==> src/rtl/ofmap_output_controller.sv <==
// rtl/ofmap_output_controller.sv - drains one ofmap buffer bank and serializes each word into 16-bit elements
module ofmap_output_controller #(
  parameter int OC0             = 4,
  parameter int COUNTER_WID     = 16,
  parameter int CONFIG_WIDTH    = 32,
  parameter int BANK_ADDR_WIDTH = 32,
  parameter int READ_BANK_NUM   = 1
) (
  input  logic                       clk,
  input  logic                       rst_n,
  input  logic                       config_enable,
  input  logic [CONFIG_WIDTH-1:0]    config_data,
  output logic                       ren,
  output logic [BANK_ADDR_WIDTH-1:0] raddr,
  input  logic [16*OC0-1:0]          rdata,
  output logic [15:0]                output_dat,
  output logic                       output_vld,
  input  logic                       output_rdy,
  input  logic                       start_new_read_bank,
  input  logic                       ready_to_switch,
  output logic                       read_bank_done,
  output logic                       read_bank_ready_to_switch,
  output logic [COUNTER_WID-1:0]     read_bank_count
);

  localparam int WORD_W = 16 * OC0;
  localparam int CMP_W  = (CONFIG_WIDTH > BANK_ADDR_WIDTH) ? CONFIG_WIDTH : BANK_ADDR_WIDTH;

  typedef enum logic [2:0] {
    S_IDLE,
    S_READ,
    S_LOAD,
    S_SEND,
    S_DONE,
    S_WAIT
  } state_t;

  state_t                     state;
  logic [CONFIG_WIDTH-1:0]    words_per_bank;
  logic [BANK_ADDR_WIDTH-1:0] addr;
  logic [COUNTER_WID-1:0]     idx;
  logic [WORD_W-1:0]          shift_q;

  logic [CONFIG_WIDTH-1:0]    n_minus_1;
  logic [WORD_W-1:0]          shift_next;
  logic [COUNTER_WID-1:0]     count_next;
  logic                       last_elem;
  logic                       last_word;
  logic                       handshake;

  assign n_minus_1  = words_per_bank - CONFIG_WIDTH'(1);
  assign shift_next = shift_q >> 16;
  assign last_elem  = (idx == COUNTER_WID'(OC0 - 1));
  assign last_word  = (CMP_W'(addr) == CMP_W'(n_minus_1));
  assign handshake  = output_vld && output_rdy;
  assign count_next = (read_bank_count == COUNTER_WID'(READ_BANK_NUM)) ?
                      '0 : read_bank_count + COUNTER_WID'(1);

  // Outputs are registered: each branch sets the values seen in the next state.
  always_ff @(posedge clk) begin
    if (!rst_n) begin
      state                     <= S_IDLE;
      words_per_bank            <= '0;
      addr                      <= '0;
      idx                       <= '0;
      shift_q                   <= '0;
      ren                       <= 1'b0;
      raddr                     <= '0;
      output_dat                <= '0;
      output_vld                <= 1'b0;
      read_bank_done            <= 1'b0;
      read_bank_ready_to_switch <= 1'b0;
      read_bank_count           <= '0;
    end else begin
      ren            <= 1'b0;
      read_bank_done <= 1'b0;
      case (state)
        S_IDLE: begin
          if (config_enable) begin
            words_per_bank <= config_data;
          end
          if (start_new_read_bank) begin
            addr <= '0;
            if (words_per_bank == '0) begin
              read_bank_done            <= 1'b1;
              read_bank_ready_to_switch <= 1'b1;
              read_bank_count           <= count_next;
              state                     <= S_DONE;
            end else begin
              ren   <= 1'b1;
              raddr <= '0;
              state <= S_READ;
            end
          end
        end
        S_READ: begin
          state <= S_LOAD;
        end
        S_LOAD: begin
          shift_q    <= rdata;
          output_dat <= rdata[15:0];
          output_vld <= 1'b1;
          idx        <= '0;
          state      <= S_SEND;
        end
        S_SEND: begin
          if (handshake) begin
            if (!last_elem) begin
              idx        <= idx + COUNTER_WID'(1);
              shift_q    <= shift_next;
              output_dat <= shift_next[15:0];
            end else begin
              output_vld <= 1'b0;
              if (!last_word) begin
                addr  <= addr + BANK_ADDR_WIDTH'(1);
                raddr <= addr + BANK_ADDR_WIDTH'(1);
                ren   <= 1'b1;
                state <= S_READ;
              end else begin
                read_bank_done            <= 1'b1;
                read_bank_ready_to_switch <= 1'b1;
                read_bank_count           <= count_next;
                state                     <= S_DONE;
              end
            end
          end
        end
        S_DONE: begin
          // An early switch request is honoured here so the FSM never waits for a second one.
          if (ready_to_switch) begin
            read_bank_ready_to_switch <= 1'b0;
            state                     <= S_IDLE;
          end else begin
            state <= S_WAIT;
          end
        end
        S_WAIT: begin
          if (ready_to_switch) begin
            read_bank_ready_to_switch <= 1'b0;
            state                     <= S_IDLE;
          end
        end
        default: begin
          state <= S_IDLE;
        end
      endcase
    end
  end

endmodule

==> config.mk <==
export PLATFORM = sky130hd
export DESIGN_NAME = ofmap_output_controller
export DESIGN_NICKNAME = d
export VERILOG_FILES = /design/src/rtl/ofmap_output_controller.sv
export SDC_FILE = /design/constraint.sdc
export NUM_CORES = 1
export LEC_CHECK = 0
export ABC_CLOCK_PERIOD_IN_PS = 5100
export CORE_UTILIZATION = 54
export CTS_CLUSTER_DIAMETER = 120
export DETAILED_ROUTE_END_ITERATION = 10
export GPL_ROUTABILITY_DRIVEN = 0
export PLACE_DENSITY = 0.93
export SETUP_SLACK_MARGIN = 0.2
export SLEW_MARGIN = 20
export SYNTH_ARGS = -nofsm -noshare
export SYNTH_HDL_FRONTEND = slang
export SYNTH_SLANG_ARGS = --single-unit
==> constraint.sdc <==
create_clock -name clk -period 5.1 [get_ports clk]
set_clock_uncertainty 0.2 [all_clocks]
set_input_delay 0.765 -clock clk [delete_from_list [all_inputs] [get_ports clk]]
set_output_delay 0.765 -clock clk [all_outputs]
set_load 0.01 [all_outputs]
==> results of run 1 <==
-- routing by layer --
| metal | share of wire | vias up |
|---|---|---|
| met5 | 0 | - |
| met4 | 0.031 | 0 |
| met3 | 0.069 | 63 |
| met2 | 0.47 | 399 |
| met1 | 0.43 | 4466 |
| li1 | - | 4601 |
-- per-stage QoR --
step           power, W  instances  setup WS, ns
2_1_floorplan   0.00265       1253          1.41
3_3_place_gp    0.00292       1555          1.00
3_5_place_dp    0.00296       1555         0.819
4_1_cts         0.00430       1587         0.771
5_1_grt         0.00452       1588         0.400
6_report        0.00431       1588         0.731
-- final cells by class --
cell class | count | area share
sequential | 199 | 0.319
inverter | 19 | 0.00571
clock inverter | 15 | 0.0141
timing repair buffer | 178 | 0.142
tap | 234 | 0.0234
multi-input combinational | 926 | 0.462
clock buffer | 17 | 0.0340
-- cell usage in the layout (no fill, tap or decap), types with 19 or more instances in the layout --
master,instances
nand2_1,225
dfxtp_1,199
clkdlybuf4s50_1,168
nand3_1,84
nor2_1,67
o211a_1,48
a21boi_0,44
xnor2_1,41
xor2_1,37
a21oi_1,30
o21ai_0,26
nor2b_1,24
or3_1,24
nor3_1,23
inv_1,19
-- registers in the layout (all words and copies together) (netlist names), 3 cells and up --
| signal | cells |
|---|---|
| output_dat | 15 |
| shift_q | 49 |
| words_per_bank | 32 |
| idx | 16 |
| state | 3 |
| raddr | 32 |
| read_bank_count | 16 |
| addr | 32 |
-- kinds of logic after synthesis --
logic type               after synthesis
AND/OR/NAND/NOR                      559
adder cells (fa/ha/maj)                5
AO/OA/AOI/OAI                        279
multiplexers                           5
flip-flops                           199
buffers and inverters                128
XOR/XNOR                              78
-- synth_stat cells (all sizes together) (8+ instances only) --
library cell | count | area share
nand2 | 226 | 0.082
dfxtp | 199 | 0.39
nand3 | 84 | 0.041
clkbuf | 78 | 0.028
nor2 | 69 | 0.026
o211a | 48 | 0.047
a21boi | 44 | 0.032
xnor2 | 41 | 0.035
xor2 | 37 | 0.031
a21oi | 32 | 0.016
buf | 31 | 0.019
o21ai | 30 | 0.015
or3 | 25 | 0.016
nor2b | 24 | 0.015
nor3 | 24 | 0.012
inv | 19 | 0.0069
a22oi | 18 | 0.013
nand4 | 18 | 0.011
a22o | 17 | 0.014
nor4 | 17 | 0.016
o31ai | 17 | 0.014
or4 | 17 | 0.014
o211ai | 16 | 0.012
and3 | 14 | 0.0085
and2 | 13 | 0.0079
o21a | 13 | 0.0095
a31oi | 8 | 0.0049
-- power breakdown --
group	internal, W	switching [W]
clock network	0.000665	0.000691
registers	0.00169	0.000125
logic	0.000483	0.000662
total	0.00283	0.00148
-- path summary, 6_finish.rpt --
| check | slack [ns] | to | from | depth (start not counted) |
|---|---|---|---|---|
| worst min-delay path | 0.25 | raddr[24]$_SDFFE_PN0P_ | raddr[24]$_SDFFE_PN0P_ | 1 |
| worst max-delay path | 0.73 | raddr[28]$_SDFFE_PN0P_ | words_per_bank[0]$_SDFFE_PN0P_ | 12 |
| worst max register to register | 0.73 | raddr[28]$_SDFFE_PN0P_ | words_per_bank[0]$_SDFFE_PN0P_ | 12 |
| worst min register to register | 0.25 | raddr[24]$_SDFFE_PN0P_ | raddr[24]$_SDFFE_PN0P_ | 1 |
==> out/metrics.sh, run 1 <==
DR.PASS1.ITERS=5
CRIT_PATH_START_KIND='flop'
IO_BUFFER_COUNT=169
POST-ROUTE-UTIL=0.668
SYNTH.YOSYS.SEQ_AREA_SHARE=0.387
INITIAL_CORE_UTIL=0.550
REGAREA_UM2=3980
NETS_FINAL=1448
USE_MET2=0.438
CRITICAL_PATH_CLASS='reg -> reg'
BUSIEST_LAYER='met2'
YS.WARNINGS.COUNT=0
TIMING.CRITICAL_PATH.SLOWEST_CELL_DELAY_NS=0.67
NUM-FILL-CELLS=1411
RSZ0062_AT_GRT='no'
FLOW.AREA_GROWTH_FROM_SYNTHESIS_PCT=21.4
SYNTH_FA_HA_AREA_FRAC=0.00608
ROUTEDWLPERCELL_UM=16.5
CLOCK_INSERTION_DELAY_WORST_SKEW_NS=0.44
TIMING.CRITICAL_PATH.REQUIRED_NS=5.28
GRT_USE_TOTAL=0.270
MAXCAPVIOLCOUNT=0
DRC_ERRORS=0
WORSTPATHCELLLIST='inv_1 -> ha_1 -> nor3b_2 -> nand4_1 -> nor4_1 -> mux2i_1 -> o211ai_1 -> nor4_2 -> nand4b_4 -> o31ai_4 -> and2_1 -> a22o_1'
ARRIVAL_NS=4.55
GRT-OVFL-TOTAL=0
I_O_PIN_COUNT=170
DIE_W_UM=140
FIRST_GLOBAL_VIAS=8768
INITIAL_ANTENNA_VIOLATION_COUNT=0
SETUP_TNS_NS=0
VIAS=9529
XOR_AND_XNOR_AREA_SHARE_AFTER_SYNTHESIS=0.0664
SYNTHSIMPLEGATEAREAFRAC=0.271
SLOWEST_STAGE='and2_1'
MIN_PERIOD_OVER_PERIOD=0.857
NETLIST_AREA_BEFORE_PLACEMENT_UM2=10300
GRT_PASS1_WL_UM=43100
ANTENNADIODECOUNT=0
POST_SYNTH_MUX_AREA_SHARE=0.00486
CLK_PIN_SLEW_NS=0.08
P_LEAK_nW=5.00
ROWS=50
TIGHTESTPINTRANSITION_NS=1.00
CORE_AREA_UM2=18700
SYNTH_COMPOUND_AREA_FRAC=0.210
ROUTED_ANTENNA_NETS=0
DIE_HEIGHT_UM=140
MULTIINPUTGATEAREA_UM2=5770
TIGHTEST_HOLD_CHECK_TYPE='reg -> reg'
OUTCOME='complete, no violations'
GLOBAL_ROUTE.USAGE.MET3=0.0489
ROUTED_WIRELENGTH_UM=26200
CP_TOP_FAMILY='simple AND/OR/NAND/NOR gates'
PLACEDINSTANCEAREA_UM2=11900
POST_DRT_VIA_CELL_RATIO=6.00
CTS.REPAIR_TIMING.SETUP_BUFFER_COUNT=0
CRIT_PATH_END_KIND='flop'
POSTSYNTHREGISTERBITS=199
HTREE_LEVELS=4
SLEW_VIOLATIONS=0
ASYNCSETRESETFLOPFRACSYNTH=0
POST_SYNTH_INST_COUNT=1253
POSTCTSRESIZEDCELLS=0
DR.FIRST_ITER.DRC_COUNT=797
FINAL-SETUP-VIOL-COUNT=0
USE_MET1=0.354
POST_SYNTH.CELL_AREA_AVG_UM2=8.21
CTS_MAX_PATH_BUFFERS=2
SLEW-LIMIT-HEADROOM=0.327
POST_ROUTE_DESIGN_AREA_UM2=12500
POWER_DENSITY_nW_PER_UM2=345
ROOT_BUFFER='clkbuf_16'
POSTSYNTHNETCOUNT=1360
CRIT_BUF_INV=1
CTSHOLDBUFFERS=0
LARGEST_FAMILY_OF_LOGIC_CELLS_BY_SYNTHESIZED_AREA='simple AND/OR/NAND/NOR gates'
NUMBER_OF_SYNTHESIZED_FLOPS_WITH_AN_ENABLE_PIN=0
FINALHOLDVIOLCOUNT=0
CRITICAL_PATH.MAX_FANOUT=18
YOSYSUNIQUECELLTYPES=76
IRDROPWORSTVDD_mV=0.250
TRITONCTS_CLOCK_TREE='yes'
FINAL.HOLD.WORST_SLACK_NS=0.254
DP.FINAL_HPWL_UM=18000
DRIVE_GT1_FRAC=0.0576
SYNTH-MAIN-FF-CELL='dfxtp_1'
MAX_CLOCK_FREQ_MHz=229
FLOORPLAN.DIE_AREA_UM2=19600
GRT_START_MAX_NET_PINS=94
NUMCTSBUFFERS=17
MIN_PERIOD_NS=4.37
NUMCLOCKSINKS=199
Power figures use the tool's default switching activity.
==> run 2, diff against run 1 <==
--- a/config.mk
+++ b/config.mk
@@ -5,12 +5,11 @@
 export SDC_FILE = /design/constraint.sdc
 export NUM_CORES = 1
 export LEC_CHECK = 0
-export ABC_CLOCK_PERIOD_IN_PS = 5100
 export CORE_UTILIZATION = 54
 export CTS_CLUSTER_DIAMETER = 120
 export DETAILED_ROUTE_END_ITERATION = 10
 export GPL_ROUTABILITY_DRIVEN = 0
-export PLACE_DENSITY = 0.93
+export PLACE_DENSITY = 0.84
 export SETUP_SLACK_MARGIN = 0.2
 export SLEW_MARGIN = 20
 export SYNTH_ARGS = -nofsm -noshare
==> run 2 against run 1 <==
- combinational power about the same
- total power about the same
- flip-flop and latch count is the same
- first-iteration DRC count decreased by 13%
- largest power group unchanged
- maximum frequency down 1.3%
- non-clock buffer count stayed put
- critical path type unchanged
- global-route usage increased by 0.32 points
==> out/metrics.sh, run 2 (synthesis results as in run 1) <==
OUTCOME='complete, no violations'  # unchanged
MIN_PERIOD_NS=4.42  # was 4.37 ns
FINAL-SETUP-VIOL-COUNT=0  # unchanged
GRT_START_MAX_NET_PINS=89  # was 94
FINAL_CELL_MIX='225 x nand2_1, 199 x dfxtp_1, 168 x clkdlybuf4s50_1'  # unchanged
DIE_W_UM=140  # unchanged
GLOBAL_ROUTE.USAGE.MET3=0.0438  # was 0.0489
P_LEAK_nW=5.00  # about the same
ROUTED_ANTENNA_NETS=0  # unchanged
CRIT_BUF_INV=1  # unchanged
ROUTEDWLPERCELL_UM=16.4  # was 16.5 um
IRDROPWORSTVDD_mV=0.252  # was 0.250 mV
INITIAL_ANTENNA_VIOLATION_COUNT=0  # unchanged
USE_MET2=0.438  # unchanged
CLOCK_INSERTION_DELAY_WORST_SKEW_NS=0.45  # was 0.44 ns
GRT-OVFL-TOTAL=0  # unchanged
MIN_PERIOD_OVER_PERIOD=0.868  # was 0.857
WORST-R2R-SETUP-SLACK_NS=0.68  # was 0.73 ns
SETUP_TNS_NS=0  # unchanged
GRT_USE_TOTAL=0.273  # was 0.270
DP.FINAL_HPWL_UM=17900  # was 18000 um
DRIVE_GT1_FRAC=0.0576  # unchanged
MOSTFREQUENTLAYOUTCELL='nand2_1'  # unchanged
HTREE_LEVELS=4  # unchanged
NETS_FINAL=1448  # unchanged
STAGES_ON_THE_WORST_SETUP_PATH=12  # unchanged
LARGEST_REGISTER='shift_q'  # unchanged
GRT_PASS1_WL_UM=43400  # was 43100 um
NUMBER_OF_FLIP_FLOPS_IN_THE_LARGEST_REGISTER=49  # unchanged
ANTENNADIODECOUNT=0  # unchanged
WORST_R2R_STARTPOINT='words_per_bank[0]$_SDFFE_PN0P_'  # unchanged
WORSTPATHCELLLIST='inv_1 -> ha_1 -> nor3b_2 -> nand4_1 -> nor4_1 -> mux2i_1 -> o211ai_1 -> nor4_2 -> nand4b_4 -> o31ai_4 -> and2_1 -> a22o_1'  # unchanged
IO_BUFFER_COUNT=169  # unchanged
ROOT_BUFFER='clkbuf_16'  # unchanged
ENDPOINT='raddr[18]$_SDFFE_PN0P_'  # was raddr[28]$_SDFFE_PN0P_
RR_ENDPOINT='raddr[18]$_SDFFE_PN0P_'  # was raddr[28]$_SDFFE_PN0P_
TIMING.CRITICAL_PATH.SLOWEST_CELL_DELAY_NS=0.67  # about the same
DR.FIRST_ITER.DRC_COUNT=691  # was 797
BUSIEST_LAYER='met2'  # unchanged
CP_TOP_FAMILY='simple AND/OR/NAND/NOR gates'  # unchanged
STARTPOINT='words_per_bank[0]$_SDFFE_PN0P_'  # unchanged
CTSHOLDBUFFERS=0  # unchanged
CRITICAL_PATH.MAX_FANOUT=18  # unchanged
INITIAL_CORE_UTIL=0.550  # unchanged
ROUTED_WIRELENGTH_UM=26100  # was 26200 um
R2R.WORST_PATH.CELLS=12  # unchanged
CRIT_PATH_END_KIND='flop'  # unchanged
TRITONCTS_CLOCK_TREE='yes'  # unchanged
VIAS=9393  # was 9529
ARRIVAL_NS=4.61  # was 4.55 ns
USE_MET1=0.376  # was 0.354
NUMCLOCKSINKS=199  # unchanged
TIGHTESTPINTRANSITION_NS=1.02  # was 1.00 ns
SLOWEST_STAGE='and2_1'  # unchanged
CRIT_PATH_START_KIND='flop'  # unchanged
TIGHTEST_HOLD_CHECK_TYPE='reg -> reg'  # unchanged
CORE_AREA_UM2=18700  # unchanged
SLEW_VIOLATIONS=0  # unchanged
FLOORPLAN.DIE_AREA_UM2=19600  # unchanged
MAX_CLOCK_FREQ_MHz=226  # was 229 MHz
CTS.REPAIR_TIMING.SETUP_BUFFER_COUNT=0  # unchanged
CRITICAL_PATH_CLASS='reg -> reg'  # unchanged
POSTCTSRESIZEDCELLS=0  # unchanged
NUMCTSBUFFERS=17  # unchanged
FIRST_GLOBAL_VIAS=8665  # was 8768
FINALHOLDVIOLCOUNT=0  # unchanged
FLOW.AREA_GROWTH_FROM_SYNTHESIS_PCT=21.2  # was 21.4%
CTS_MAX_PATH_BUFFERS=2  # unchanged
DRC_ERRORS=0  # unchanged
I_O_PIN_COUNT=170  # unchanged
TIMING.CRITICAL_PATH.REQUIRED_NS=5.28  # about the same
DR.PASS1.ITERS=6  # was 5
CLK_PIN_SLEW_NS=0.08  # about the same
SLEW-LIMIT-HEADROOM=0.316  # was 0.327
FINAL.HOLD.WORST_SLACK_NS=0.254  # about the same
DIE_HEIGHT_UM=140  # unchanged
RSZ0062_AT_GRT='no'  # unchanged
ROWS=50  # unchanged
POWER_DENSITY_nW_PER_UM2=346  # was 345 nW/um^2
MAXCAPVIOLCOUNT=0  # unchanged
POST_DRT_VIA_CELL_RATIO=5.91  # was 6.00
run 2: metal layers:
metal	up-vias	routed length, um
li1	4589	-
met1	4379	11700
met2	379	12000
met3	46	1840
met4	0	548
met5	-	0
run 2: where the power goes:
| part | internal [W] | total, W | switching, W |
|---|---|---|---|
| combinational | 0.000482 | 0.00114 | 0.000660 |
| sequential | 0.00169 | 0.00181 | 0.000123 |
| clock | 0.000668 | 0.00136 | 0.000696 |
| total | 0.00283 | 0.00431 | 0.00148 |
run 2: how the worst min path moves through the flow:
stage | startpoint | slack [ns] | endpoint | depth (start not counted)
finish | raddr[24]$_SDFFE_PN0P_ | 0.25 | raddr[24]$_SDFFE_PN0P_ | 1
global route | raddr[24]$_SDFFE_PN0P_ | 0.27 | raddr[24]$_SDFFE_PN0P_ | 1
CTS | raddr[24]$_SDFFE_PN0P_ | 0.26 | raddr[24]$_SDFFE_PN0P_ | 1
detailed placement | raddr[24]$_SDFFE_PN0P_ | 0.24 | raddr[24]$_SDFFE_PN0P_ | 1
global placement | raddr[24]$_SDFFE_PN0P_ | 0.24 | raddr[24]$_SDFFE_PN0P_ | 1
floorplan | words_per_bank[31]$_SDFFE_PN0P_ | 0.26 | words_per_bank[31]$_SDFFE_PN0P_ | 2
run 2: per-stage QoR:
stage	utilization	std cells	setup WS (ns)	area, um^2	total power, W
3_5_place_dp	0.635	1556	0.766	11900	0.00296
5_1_grt	0.667	1588	0.334	12500	0.00452
6_report	0.667	1588	0.675	12500	0.00431
3_3_place_gp	0.635	1556	0.997	11900	0.00293
4_1_cts	0.667	1588	0.743	12500	0.00432
2_1_floorplan	-	1253	1.41	10300	0.00265
run 2: final cells by class:
class | instances | area (um^2)
clock inverter | 15 | 179
inverter | 19 | 71.3
timing repair buffer | 178 | 1760
sequential | 199 | 3980
multi-input combinational | 926 | 5770
clock buffer | 17 | 425
tap | 234 | 293
fill | 1539 | 6230
run 2: worst register-to-register path: cells and delay by family (launching register included):
kind | cells | cell delay (ns)
AOI/OAI and AO/OA | 3 | 0.67
adders and majority gates | 1 | 0.19
buffers and inverters | 1 | 0.08
DFF | 1 | 0.38
muxes | 1 | 0.25
and+or+nand+nor | 6 | 2.60
